[src/rtl/multiplier_pkg.sv]
// Shared constants for the streaming dot-product multiplier.
//   DEF_N     default number of element pairs per vector
//   DEF_W     default unsigned element width
//   idx_width width of the element index counter: clog2(n), never below 1
package multiplier_pkg;

    localparam int DEF_N = 3;
    localparam int DEF_W = 3;

    function automatic int idx_width(input int n);
        int w;
        w = $clog2(n);
        return (w < 1) ? 1 : w;
    endfunction

endpackage

[src/rtl/multiplier_if.sv]
// Element-stream and result bus of the dot-product multiplier.
//   in_valid, number_vector1, number_vector2 : element pair from the source
//   out, out_valid, overflow                  : registered result to the sink
// Modport master is the stream source / result consumer; slave is the multiplier.
interface multiplier_if
    import multiplier_pkg::*;
#(
    parameter int W = DEF_W
);
    logic           in_valid;
    logic [W-1:0]   number_vector1;
    logic [W-1:0]   number_vector2;
    logic [2*W-1:0] out;
    logic           out_valid;
    logic           overflow;

    modport master (
        output in_valid, number_vector1, number_vector2,
        input  out, out_valid, overflow
    );

    modport slave (
        input  in_valid, number_vector1, number_vector2,
        output out, out_valid, overflow
    );
endinterface

[src/rtl/multiplier_mult_unit.sv]
// Combinational unsigned W x W -> 2*W product.
//   a, b    : unsigned operands
//   product : full-width product, never truncated
module mult_unit #(
    parameter int W = 3
) (
    input  logic [W-1:0]   a,
    input  logic [W-1:0]   b,
    output logic [2*W-1:0] product
);
    assign product = (2*W)'(a) * (2*W)'(b);
endmodule

[src/rtl/multiplier.sv]
// Streaming unsigned dot product: accepts one element pair per valid cycle,
// index 0 first, and after the Nth pair registers the sum of products
// (mod 2^(2*W)) with a one-cycle out_valid pulse and a sticky-per-vector
// overflow flag.
//   clock   : rising-edge clock
//   reset_n : synchronous active-low reset
//   bus     : multiplier_if slave (pair stream in, result out)
module multiplier
    import multiplier_pkg::*;
#(
    parameter int N = DEF_N,
    parameter int W = DEF_W
) (
    input  logic         clock,
    input  logic         reset_n,
    multiplier_if.slave  bus
);
    localparam int IW = idx_width(N);
    localparam logic [IW-1:0] LAST_IDX = IW'(N - 1);

    logic [IW-1:0]  idx;
    logic [2*W-1:0] acc;
    logic           carry_seen;
    logic [2*W-1:0] product;
    logic [2*W:0]   sum_ext;
    logic           last_pair;

    mult_unit #(.W(W)) u_mult (
        .a       (bus.number_vector1),
        .b       (bus.number_vector2),
        .product (product)
    );

    // One extra bit catches the carry out of the 2*W-bit accumulator.
    assign sum_ext   = {1'b0, acc} + {1'b0, product};
    assign last_pair = (idx == LAST_IDX);

    always_ff @(posedge clock) begin
        if (!reset_n) begin
            idx           <= '0;
            acc           <= '0;
            carry_seen    <= 1'b0;
            bus.out       <= '0;
            bus.out_valid <= 1'b0;
            bus.overflow  <= 1'b0;
        end else begin
            bus.out_valid <= 1'b0;
            if (bus.in_valid) begin
                if (last_pair) begin
                    bus.out       <= sum_ext[2*W-1:0];
                    bus.out_valid <= 1'b1;
                    bus.overflow  <= carry_seen | sum_ext[2*W];
                    acc           <= '0;
                    carry_seen    <= 1'b0;
                    idx           <= '0;
                end else begin
                    acc           <= sum_ext[2*W-1:0];
                    carry_seen    <= carry_seen | sum_ext[2*W];
                    idx           <= idx + 1'b1;
                end
            end
        end
    end
endmodule

[src/flat_wrapper.sv]
// flat-port wrapper written by rule: the top's interface ports become plain ports
module multiplier_flat import multiplier_pkg::*;
#(
    parameter int N = DEF_N,
    parameter int W = DEF_W
)
  (clock, reset_n, bus_in_valid, bus_number_vector1, bus_number_vector2, bus_out, bus_out_valid, bus_overflow);
  multiplier_if #(.W(W)) bus_i ();
  input  logic clock;
  input  logic reset_n;
  input wire logic [$bits(bus_i.in_valid)-1:0] bus_in_valid;
  input wire logic [$bits(bus_i.number_vector1)-1:0] bus_number_vector1;
  input wire logic [$bits(bus_i.number_vector2)-1:0] bus_number_vector2;
  output wire logic [$bits(bus_i.out)-1:0] bus_out;
  output wire logic [$bits(bus_i.out_valid)-1:0] bus_out_valid;
  output wire logic [$bits(bus_i.overflow)-1:0] bus_overflow;
  assign bus_i.in_valid = bus_in_valid;
  assign bus_i.number_vector1 = bus_number_vector1;
  assign bus_i.number_vector2 = bus_number_vector2;
  assign bus_out = bus_i.out;
  assign bus_out_valid = bus_i.out_valid;
  assign bus_overflow = bus_i.overflow;
  multiplier #(.N(N), .W(W)) u_core (.clock(clock), .reset_n(reset_n), .bus(bus_i));
endmodule
[config.mk]
export PLATFORM = sky130hd
export DESIGN_NAME = multiplier_flat
export DESIGN_NICKNAME = d
export VERILOG_FILES = /design/src/rtl/multiplier_pkg.sv /design/src/rtl/multiplier_if.sv /design/src/rtl/multiplier_mult_unit.sv /design/src/rtl/multiplier.sv /design/src/flat_wrapper.sv
export SDC_FILE = /design/constraint.sdc
export NUM_CORES = 1
export LEC_CHECK = 0
export ABC_CLOCK_PERIOD_IN_PS = 5790
export BUFFER_PORTS_ARGS = -buffer_cell sky130_fd_sc_hd__buf_2
export CAP_MARGIN = 20
export CORE_AREA = 3 3 55 57
export CTS_CLUSTER_SIZE = 10
export DETAILED_ROUTE_END_ITERATION = 6
export DIE_AREA = 0 0 58 60
export HOLD_SLACK_MARGIN = 0.1
export PLACE_DENSITY = 0.56
export SKIP_CTS_REPAIR_TIMING = 1
export SYNTH_ARGS = -nofsm -noshare
export SYNTH_HDL_FRONTEND = slang
export SYNTH_SLANG_ARGS = --single-unit
[constraint.sdc]
create_clock -name clock -period 5.79 [get_ports clock]
set_clock_uncertainty 0.05 [all_clocks]
set_input_delay 0.579 -clock clock [delete_from_list [all_inputs] [get_ports clock]]
set_output_delay 0.579 -clock clock [all_outputs]
set_load 0.02 [all_outputs]
## Word-level counts from Yosys, hierarchy flattened

Index checks and enable logic that the tools add are counted.

- Flip-flop bits (word level): 17
- Input bits: 9
- Output and inout bits: 8
- Word-level logic and storage cells: 17

- $add $sub $neg: 2
- Multipliers: 1
- Equal/unequal tests: 1
- Muxes and demuxes: 4
- Bitwise gates (word level): 1
- Reduce and logical (&&, ||, !) cells: 2

Operators by type and width:

| operator | count |
|---|---|
| $add 6x6->7 | 1 |
| $mul 3x3->6 | 1 |
| $mux 6 | 1 |
| $reduce_and 2->1 | 2 |
| $add 2x1->2 const B | 1 |
| $eq 2x2->1 const B | 1 |
| $mux 1 | 2 |
| $mux 2 | 1 |
| $or 1x1->1 | 1 |

## Longest topological paths before layout

Gate-level depths: netlist (run 1).

- Word-level depth: 4
- Depth in mapped cells: 10
- Mapped depth without buffers: 10

## Cells and area by module

Synthesis (run 1) repeated with hierarchy kept, for this count alone.

- Cells, all modules: 123
- Area total of the unflattened synthesis: 1102.3 um^2

By module, submodules not included:

| module | instances | cells each | area each (um^2) | sequential area each (um^2) |
|---|---|---|---|---|
| multiplier | 1 | 99 | 905.9 | 340.3 |
| mult_unit | 1 | 24 | 196.4 | 0.0 |

## Worst setup path after synthesis (run 1)

Ideal clock, no wire load.

- Path kind: input to register
- Start point: in bus_number_vector1[0]
- End point: reg u_core.acc[5]
- Setup time: 122 ps
- Data arrival time: 2910 ps
- Data required time: 5618 ps
- Setup slack: 2708 ps
- Stages on the path: 10
- Path buffers: 0
- Path through: nand2_1 > fa_1 > inv_1 > fa_1 > inv_1 > fa_1 > nand2b_1 > a21oi_2 > nor3_1 > a311o_1

- Longest elaborated chain between the ends: 3

RTL lines:

| what | RTL line | source |
|---|---|---|
| start, declared | flat_wrapper.sv:12 | `input wire logic [$bits(bus_i.number_vector1)-1:0] bus_number_vector1;` |
| $mul 3x3->6 | multiplier_mult_unit.sv:11 | `assign product = (2*W)'(a) * (2*W)'(b);` |
| $add 6x6->7 | multiplier.sv:35 | `assign sum_ext = {1'b0, acc} + {1'b0, product};` |
| $mux 6 | multiplier.sv:49 | `if (last_pair) begin` |
| end signal, assigned | multiplier.sv:57 | `acc <= sum_ext[2*W-1:0];` |
| end, declared | multiplier.sv:22 | `logic [2*W-1:0] acc;` |

No other way between the ends.
A chain may end at the register's enable or synchronous reset.

## Worst setup path after layout (run 1)

Same ends and word-level chain as after synthesis.

==> impl_metrics.csv, run 1 <==
group,metric,value,unit
timing,slew_headroom,81.07,%
timing,setup_violations,0,
worst_setup_path,slowest_delay,0.55,ns
global_route,grt_pass1_vias,776,
floorplan,core_area,0.002522,mm2
timing,fin_tns_setup,0,ns
clocking,cts_buffers,3,
final_layout,area_growth,12.66,%
floorplan,core.rowCount,18,
synth,postSynthCellCount,109,
final_layout,instances_no_fill,157,
floorplan,fp.dieArea,0.003480,mm2
synth,ys.flop_type,"dfxtp_1",
floorplan,die_h,60,um
route,vias,811,
timing,slew_violations,0,
placed_design,gp_congestion,0.7485,
worst_setup_path,cpMostUsedCell,"fa_1",
placed_design,dp.final_hpwl,1607,um
clocking,cts.path.max_buffers,2,
worst_setup_path,endpoint_kind,"register",
final_layout,final_cell_mix,"17 x dfxtp_1, 16 x buf_2, 12 x nand2_1",
global_route,grt_pass1_wl,3553,um
synth,synth_fp_nets,132,
worst_setup_path,worst_ep_arrival_time,3.14,ns
run_status,status,"complete, no violations",
worst_setup_path,slowest_stage,"fa_1",
final_layout,final_common_cell,"dfxtp_1",
clocking,cts_tree,"built",
clocking,h-tree-depth,1,
floorplan,ioPinCount,17,
route,postRouteAntennaNets,0,
pwr,p_leak,0.5074,nW
synth,ys_seq_area_share,33.75,%
route,wl_per_cell,12.55,um
timing,tightest_slew,0.2795,ns
worst_setup_path,critPathTopFamily,"adder cells",
route,wl_met1,956,um
floorplan,start_util,39.98,%
final_layout,layout-drive-gt1-share,22.05,%
timing,hold_violations,0,
synth,syn_area,0.001008,mm2
synth,synth.avg_cell_area,9.252,um2
timing,fin_crit_sh,51.81,%
route,dr_wl_met3,91,um
timing,rsz0062_at_grt,"false",
pwr,power_density,234.4,mW/mm2
clocking,insertion_delay,0.29,ns
clocking,cts.clk_slew.worst_paths,0.10,ns
worst_setup_path,cp_max_fo,4,
route,dr_wl_met2,879,um
final_layout,n_antenna_cell,0,
route,top_layer,"met4",
global_route,grt_overflow,0,
worst_setup_path,crit_required,5.93,ns
global_route,grt.total_usage,13.42,%
min_path,hold_path_class,"register to register",
timing,max_freq,333.4,MHz
route,drt_first_iter_violations,13,
synth,synth_warnings,0,
placed_design,dp_cells,153,
worst_setup_path,path_class,"primary input to register",
pwr,ir_drop,164.6,uV
floorplan,die_w,58,um
global_route,grt_max_degree,14,
synth,ys_ff_latch,17,
route,via_per_inst,5.166,
route,routed_wl,1971,um
route,drcViolationCount,0,
synth,synth_edf_count,0,
timing,min_period,3.000,ns
worst_setup_path,crit_buf_inv,3,
synth,synth_cell_types,32,
final_layout,nets,151,
worst_setup_path,worstPathCellList,"buf_2 -> nand2_1 -> fa_1 -> inv_1 -> fa_1 -> inv_1 -> fa_1 -> nand2b_1 -> a21oi_2 -> nor3_1 -> a311o_1",
clocking,cts.sinks,17,
global_route,antenna_found_initial,0,
job,max_cap_violations,0,
synth,ys_async_sr_fraction,0,%
worst_setup_path,crit_path_start_kind,"primary input",
placed_design,portBuffers,16,
route,first_pass_iters,4,
clocking,cts_root_buf,"clkbuf_4",
==> layer usage <==
metal	vias to the layer above	global-route usage [%]
met4	0	7.947
met3	4	2.376
met1	371	17.70
li1	419	-
met5	-	0
met2	17	20.48
==> synthesized netlist by cell type, types with 2 or more instances <==
library cell	number	area (um2)
dfxtp_1	17	340.3
nand2_1	12	45.04
and2_1	9	56.30
ha_1	9	112.6
nor2_1	8	30.03
a21oi_1	5	25.02
fa_1	5	100.1
inv_1	5	18.77
nand3_1	4	20.02
a211oi_1	3	22.52
o311ai_1	3	26.28
a21oi_2	2	17.52
a22oi_1	2	15.01
inv_2	2	7.510
nand2b_1	2	12.51
nand4_1	2	12.51
nor3_1	2	10.01
o21ai_1	2	10.01
o2bb2ai_1	2	17.52
==> worst register-to-register path: stages, from the launching register on <==
cell,delay [ns]
dfxtp_1,0.34
fa_1,0.58
inv_1,0.07
fa_1,0.44
nand2b_1,0.17
a21oi_2,0.19
nor3_1,0.07
a311o_1,0.31
==> final timing paths <==
kind,end,depth (start not counted),slack [ns],from
min reg2reg,u_core.bus.out[0]$_SDFFE_PN0P_,2,0.40,u_core.bus.out[0]$_SDFFE_PN0P_
min,u_core.bus.out[0]$_SDFFE_PN0P_,2,0.40,u_core.bus.out[0]$_SDFFE_PN0P_
max,u_core.acc[5]$_SDFFE_PN0P_,11,2.79,bus_number_vector1[0]
max reg2reg,u_core.acc[5]$_SDFFE_PN0P_,7,3.46,u_core.acc[2]$_SDFFE_PN0P_
==> per-stage QoR <==
step / instance area [um2] / power, W / utilization [%] / hold slack (ns) / setup WS, ns
after floorplan: 1008 / 0.0001873 / - / 0.3967 / 2.708
after global placement: 1110 / 0.0002048 / 44.00 / 0.3903 / 2.535
after detailed placement: 1110 / 0.0002058 / 44.00 / 0.3957 / 2.487
after CTS: 1136 / 0.0002680 / 45.04 / 0.4094 / 2.783
after global routing: 1136 / 0.0002876 / 45.04 / 0.4473 / 2.687
final: 1136 / 0.0002663 / 45.04 / 0.4050 / 2.790
==> cell type report <==
cell class | instances | area, um2
Fill cell | 275 | 1386
Multi-Input combinational cell | 83 | 625.6
Sequential cell | 17 | 340.3
Timing Repair Buffer | 16 | 80.08
Tap cell | 30 | 37.54
Clock buffer | 4 | 26.28
Inverter | 7 | 26.28
==> power breakdown <==
part           switching, W  internal, W
logic             0.0000418    0.0000308
registers        0.00000537     0.000124
clock network     0.0000374    0.0000268
==> flip-flops by register name, summed over array words and instances (netlist names) <==
| register | flops |
|---|---|
| u_core.idx | 2 |
| u_core.bus.out_valid | 1 |
| u_core.bus.overflow | 1 |
| u_core.acc | 6 |
| u_core.bus.out | 6 |
| u_core.carry_seen | 1 |
==> cells by family after synthesis <==
kind of cell    after synthesis  synth area share (%)
fa+ha+maj                    14                 21.09
flops                        17                 33.75
buf+inv                       9                 4.218
xor+xnor                      1                0.8686
compound gates               22                 15.76
simple gates                 46                 24.32
Power figures use the tool's default switching activity.
==> inputs of run 2 (changes only) <==
ABC_AREA = 1   (was unset)
ABC_CLOCK_PERIOD_IN_PS = 2400   (was 5790)
CORE_AREA = 3 3 56 58   (was 3 3 55 57)
DIE_AREA = 0 0 59 61   (was 0 0 58 60)
PLACE_DENSITY = 0.57   (was 0.56)
clock period = 2.4 ns   (was 5.79 ns; I/O delays follow)
==> impl_metrics.csv, run 2 <==
group,metric,value,unit
run_status,status,"complete, no violations",
timing,slew_headroom,81.03,%
synth,synth_edf_count,0,
final_layout,final_common_cell,"nand2_1",
route,dr_wl_met2,899,um
floorplan,start_util,38.41,%
synth,synth_top_family_by_area,"simple AND/OR/NAND/NOR gates",
timing,hold_slack,0.1936,ns
floorplan,die_h,61,um
route,via_per_inst,4.531,
worst_setup_path,cp_max_fo,2,
route,dr_wl_met3,101,um
timing,rsz0062_at_grt,"false",
synth,ys_ff_latch,17,
timing,tightest_slew,0.2828,ns
final_layout,area_growth,16.95,%
worst_setup_path,worst_ep_arrival_time,2.43,ns
clocking,insertion_delay,0.29,ns
route,wl_per_cell,10.34,um
floorplan,die_w,59,um
clocking,cts_buffers,3,
synth,postSynthCellCount,137,
synth,synth.most_common_cell,"nand2_1",
route,drt_first_iter_violations,23,
placed_design,dp.final_hpwl,1634,um
placed_design,portBuffers,16,
route,wl_met1,964,um
floorplan,core.rowCount,19,
floorplan,ioPinCount,17,
synth,synth_fp_nets,160,
pwr,ir_drop,322.7,uV
worst_setup_path,crit_required,2.55,ns
clocking,cts.clk_slew.worst_paths,0.10,ns
synth,synth_top_area_share,32.69,%
worst_setup_path,slowest_delay,0.54,ns
global_route,grt_max_degree,12,
timing,fin_crit_sh,94.97,%
global_route,grt.total_usage,12.85,%
placed_design,dpl-instance-area,0.001191,mm2
clocking,cts.path.max_buffers,2,
global_route,grt_pass1_wl,3539,um
route,routed_wl,1985,um
job,max_cap_violations,0,
synth,yosys.area.top_type,"dfxtp_1",
clocking,cts.sinks,17,
timing,hold_violations,0,
global_route,antenna_found_initial,0,
global_route,grt_pass1_vias,896,
worst_setup_path,crit_path_start_kind,"primary input",
placed_design,gp_congestion,0.8473,
final_layout,nets,185,
clocking,cts_root_buf,"clkbuf_4",
worst_setup_path,cpMostUsedCell,"nand2_1",
final_layout,nFillCells,278,
final_layout,fin_area,0.001217,mm2
final_layout,n_antenna_cell,0,
synth,synth.top_cells.by_count,"36 x nand2_1, 23 x inv_1, 17 x dfxtp_1",
placed_design,place_ws,-0.1844,ns
pwr,p_leak,0.6658,nW
worst_setup_path,crit_buf_inv,5,
floorplan,core_area,0.002710,mm2
synth,ys.flop_type,"dfxtp_1",
synth,synth_compound_area_share,12.02,%
timing,max_freq,438.7,MHz
clocking,h-tree-depth,1,
worst_setup_path,endpoint_kind,"register",
clocking,cts_tree,"built",
timing,min_period,2.279,ns
synth,synth_cell_types,21,
floorplan,fp.dieArea,0.003599,mm2
timing,fin_tns_setup,0,ns
route,top_layer,"met4",
timing,setup_violations,0,
synth,synthAdderAreaFrac,20.43,%
synth,synthTopCellsByArea,"dfxtp_1 33%, nand2_1 13%, ha_1 11%",
final_layout,instances_no_fill,192,
synth,synth_warnings,0,
route,vias,870,
synth,synth_xor_area_share,0.8413,%
min_path,hold_path_class,"primary input to register",
route,drcViolationCount,0,
synth,synth.avg_cell_area,7.599,um2
worst_setup_path,slowest_stage,"fa_1",
worst_setup_path,path_class,"primary input to register",
synth,ys_seq_area_share,32.69,%
synth,ys_async_sr_fraction,0,%
global_route,grt_overflow,0,
pwr,power_density,560.9,mW/mm2
placed_design,dp_cells,188,
final_layout,final_cell_mix,"36 x nand2_1, 23 x inv_1, 17 x dfxtp_1",
worst_setup_path,critPathTopFamily,"adder cells",
worst_setup_path,worstPathCellList,"buf_2 -> nand2_1 -> fa_1 -> inv_1 -> fa_1 -> inv_1 -> fa_2 -> inv_1 -> nand2_1 -> nand2_1 -> nand3_1 -> nand2_1 -> nand2_1 -> nand2_1 -> inv_1",
route,postRouteAntennaNets,0,
synth,syn_area,0.001041,mm2
synth,synthMuxAreaShare,0,%
timing,slew_violations,0,
final_layout,layout-drive-gt1-share,19.25,%
route,first_pass_iters,4,
synth,synthSimpleGateAreaFrac,23.08,%
timing,fin_ws,0.1208,ns
final_layout,reg_top3,"u_core.acc x6, u_core.bus.out x6, u_core.idx x2",
-- run 2: cell count changes in the layout (fill, tap and decap cells not counted), sizes merged, moves of 3 or more --
cell,delta
nand2,+24
nand2b,-3
buf,+6
nand3,+3
a21oi,+5
and2,-10
o311ai,-3
inv,+18
-- run 2: path summary, 6_finish.rpt --
check / slack, ns / to / cells past startpoint / start
worst min register to register: 0.42 / u_core.acc[0]$_SDFFE_PN0P_ / 2 / u_core.acc[0]$_SDFFE_PN0P_
worst max-delay path: 0.12 / u_core.bus.out[5]$_SDFFE_PN0P_ / 15 / bus_number_vector1[0]
worst max register to register: 0.45 / u_core.bus.out[5]$_SDFFE_PN0P_ / 11 / u_core.acc[2]$_SDFFE_PN0P_
worst min-delay path: 0.19 / u_core.idx[0]$_SDFFE_PN0P_ / 2 / bus_in_valid
-- run 2: logic make-up (layout without fill, tap and decap cells) --
logic type      after synthesis  count (layout)
compound gates               22              22
flops                        17              17
buf+inv                      28              52
xor+xnor                      1               1
fa+ha+maj                    14              14
simple gates                 55              55
-- run 2: where the power goes --
group          switching [W]  internal, W  total [W]  leakage (nW)
registers          0.0000134     0.000302   0.000315         0.139
clock network      0.0000898    0.0000646   0.000154        0.0150
logic               0.000128    0.0000857   0.000213         0.512
-- run 2: cell type report --
cell class / instances / area, um2 / share of cell area [%]
inverter: 26 / 97.59 / 8.016
sequential: 17 / 340.3 / 27.95
tap: 31 / 38.79 / 3.186
clock buffer: 4 / 26.28 / 2.158
timing repair buffer: 22 / 125.1 / 10.28
multi-input combinational: 92 / 589.3 / 48.41
-- run 2: routing by layer --
layer / track usage (%) / vias up
li1: - / 479
met1: 15.12 / 366
met2: 22.71 / 23
met3: 1.702 / 2
met4: 6.796 / 0
met5: 0 / -
-- run 2: per-stage QoR --
step | utilization, % | total power (W)
final | 44.92 | 0.0006829
after global routing | 44.92 | 0.0007364
after CTS | 44.92 | 0.0006909
after detailed placement | 43.95 | 0.0005350
after global placement | 43.95 | 0.0005295
after floorplan | - | 0.0004743
==> inputs of run 3 (changes only) <==
ABC_CLOCK_PERIOD_IN_PS = unset   (was 2400)
CELL_PAD_IN_SITES_DETAIL_PLACEMENT = 1   (was unset)
CELL_PAD_IN_SITES_GLOBAL_PLACEMENT = 1   (was unset)
CORE_AREA = 3 3 58 60   (was 3 3 56 58)
CTS_CLUSTER_SIZE = unset   (was 10)
DIE_AREA = 0 0 61 63   (was 0 0 59 61)
PLACE_DENSITY = 0.7   (was 0.57)
==> impl_metrics.csv, run 3 (same netlist as run 2, synthesis figures left out) <==
group,metric,value,unit
worst_setup_path,crit_path_start_kind,"primary input",
route,drt_first_iter_violations,4,
clocking,cts.clk_slew.worst_paths,0.09,ns
pwr,p_switching,0.0002331,W
pwr,power_density,562.2,mW/mm2
global_route,grt_max_degree,12,
final_layout,final_cell_mix,"36 x nand2_1, 22 x inv_1, 17 x dfxtp_1",
timing,fin_tns_setup,0,ns
final_layout,final_common_cell,"nand2_1",
timing,fin_crit_sh,93.12,%
global_route,grt_pass1_vias,984,
timing,slew_headroom,79.94,%
timing,min_period,2.235,ns
pwr,comb_power_share,31.7,%
pwr,p_int,0.0004527,W
floorplan,core.rowCount,20,
floorplan,die_h,63,um
route,drcViolationCount,0,
worst_setup_path,worstPathCellList,"buf_2 -> nand2_1 -> fa_1 -> inv_1 -> fa_1 -> inv_1 -> fa_2 -> inv_2 -> nand2_1 -> nand2_1 -> nand3_1 -> nand2_1 -> nand2_1 -> nand2_1 -> inv_1",
placed_design,portBuffers,16,
final_layout,layout-drive-gt1-share,19.88,%
worst_setup_path,cp_max_fo,2,
final_layout,reg_top3,"u_core.acc x6, u_core.bus.out x6, u_core.idx x2",
global_route,antenna_found_initial,0,
final_layout,area_growth,17.19,%
worst_setup_path,crit_required,2.55,ns
run_status,status,"complete, no violations",
global_route,grt_pass1_wl,4064,um
pwr,totalPowerFinal,0.0006858,W
route,via_per_inst,4.789,
final_layout,nFillCells,390,
worst_setup_path,cpMostUsedCell,"nand2_1",
pwr,ir_drop,314.2,uV
global_route,grt.total_usage,13.77,%
placed_design,gp_congestion,0.8515,
pwr,pwr-share-clk,22.1,%
timing,max_freq,447.5,MHz
route,postRouteAntennaNets,0,
timing,setup_violations,0,
worst_setup_path,critPathTopFamily,"adder cells",
clocking,cts_buffers,3,
timing,tightest_slew,0.2990,ns
worst_setup_path,path_class,"primary input to register",
placed_design,dp.final_hpwl,2073,um
worst_setup_path,worst_ep_arrival_time,2.38,ns
worst_setup_path,crit_buf_inv,5,
clocking,cts_tree,"built",
clocking,insertion_delay,0.29,ns
final_layout,n_antenna_cell,0,
floorplan,core_area,0.002978,mm2
route,first_pass_iters,2,
route,vias,929,
pwr,p_leak,0.6633,nW
floorplan,die_w,61,um
floorplan,ioPinCount,17,
floorplan,fp.dieArea,0.003843,mm2
timing,rsz0062_at_grt,"false",
clocking,h-tree-depth,1,
final_layout,nets,185,
global_route,grt_overflow,0,
route,routed_wl,2415,um
timing,slew_violations,0,
clocking,cts.path.max_buffers,2,
route,wl_per_cell,12.45,um
clocking,cts.sinks,17,
worst_setup_path,slowest_delay,0.54,ns
job,max_cap_violations,0,
worst_setup_path,slowest_stage,"fa_1",
min_path,hold_path_class,"primary input to register",
clocking,cts_root_buf,"clkbuf_4",
pwr,seqPwrFrac,46.2,%
worst_setup_path,endpoint_kind,"register",
timing,hold_violations,0,
pwr,swShare,33.99,%
floorplan,start_util,34.96,%
-- run 3: cell counts in the layout (fill, tap and decap cells not counted) --
No cell type changed its count.
-- run 3: cell type report --
cell class	count	area (um2)	share of cell area (%)
clock buffers	4	26.28	2.154
inverters	26	97.59	8.000
multi-input cells	92	589.3	48.31
flip-flops and latches	17	340.3	27.90
well taps	33	41.29	3.385
repair buffers	22	125.1	10.26
-- run 3: metal layers --
layer	track usage [%]	up-vias	share of wire (%)
li1	-	481	-
met1	16.31	427	45
met2	25.13	17	50
met3	1.240	4	3.1
met4	4.065	0	1.4
met5	0	-	0
-- run 3: power by group through the flow --
stage | clock, W | combinational [W] | sequential, W
global placement | 0 | 0.000210 | 0.000323
finish | 0.000151 | 0.000218 | 0.000317
detailed placement | 0 | 0.000220 | 0.000324
global route | 0.000176 | 0.000253 | 0.000320
floorplan | 0 | 0.000147 | 0.000328
CTS | 0.000160 | 0.000223 | 0.000318
-- run 3: per-stage QoR --
step	worst slack, ns	std cells	area [um2]	hold WS, ns	utilization (%)
after floorplan	0.04974	137	1044	0.2901	-
after global placement	-0.1257	190	1194	0.4075	40.08
after detailed placement	-0.1844	190	1194	0.4124	40.08
after CTS	0.1205	194	1220	0.1913	40.97
after global routing	0.009708	194	1220	0.1861	40.97
final	0.1651	194	1220	0.1948	40.97
-- run 3: worst paths after layout --
check | from | depth (start not counted) | slack, ns | end
setup reg to reg | u_core.acc[2]$_SDFFE_PN0P_ | 11 | 0.48 | u_core.bus.out[5]$_SDFFE_PN0P_
setup / recovery | bus_number_vector1[0] | 15 | 0.17 | u_core.bus.out[5]$_SDFFE_PN0P_
hold / removal | bus_in_valid | 2 | 0.19 | u_core.idx[0]$_SDFFE_PN0P_
hold reg to reg | u_core.bus.out[3]$_SDFFE_PN0P_ | 2 | 0.42 | u_core.bus.out[3]$_SDFFE_PN0P_
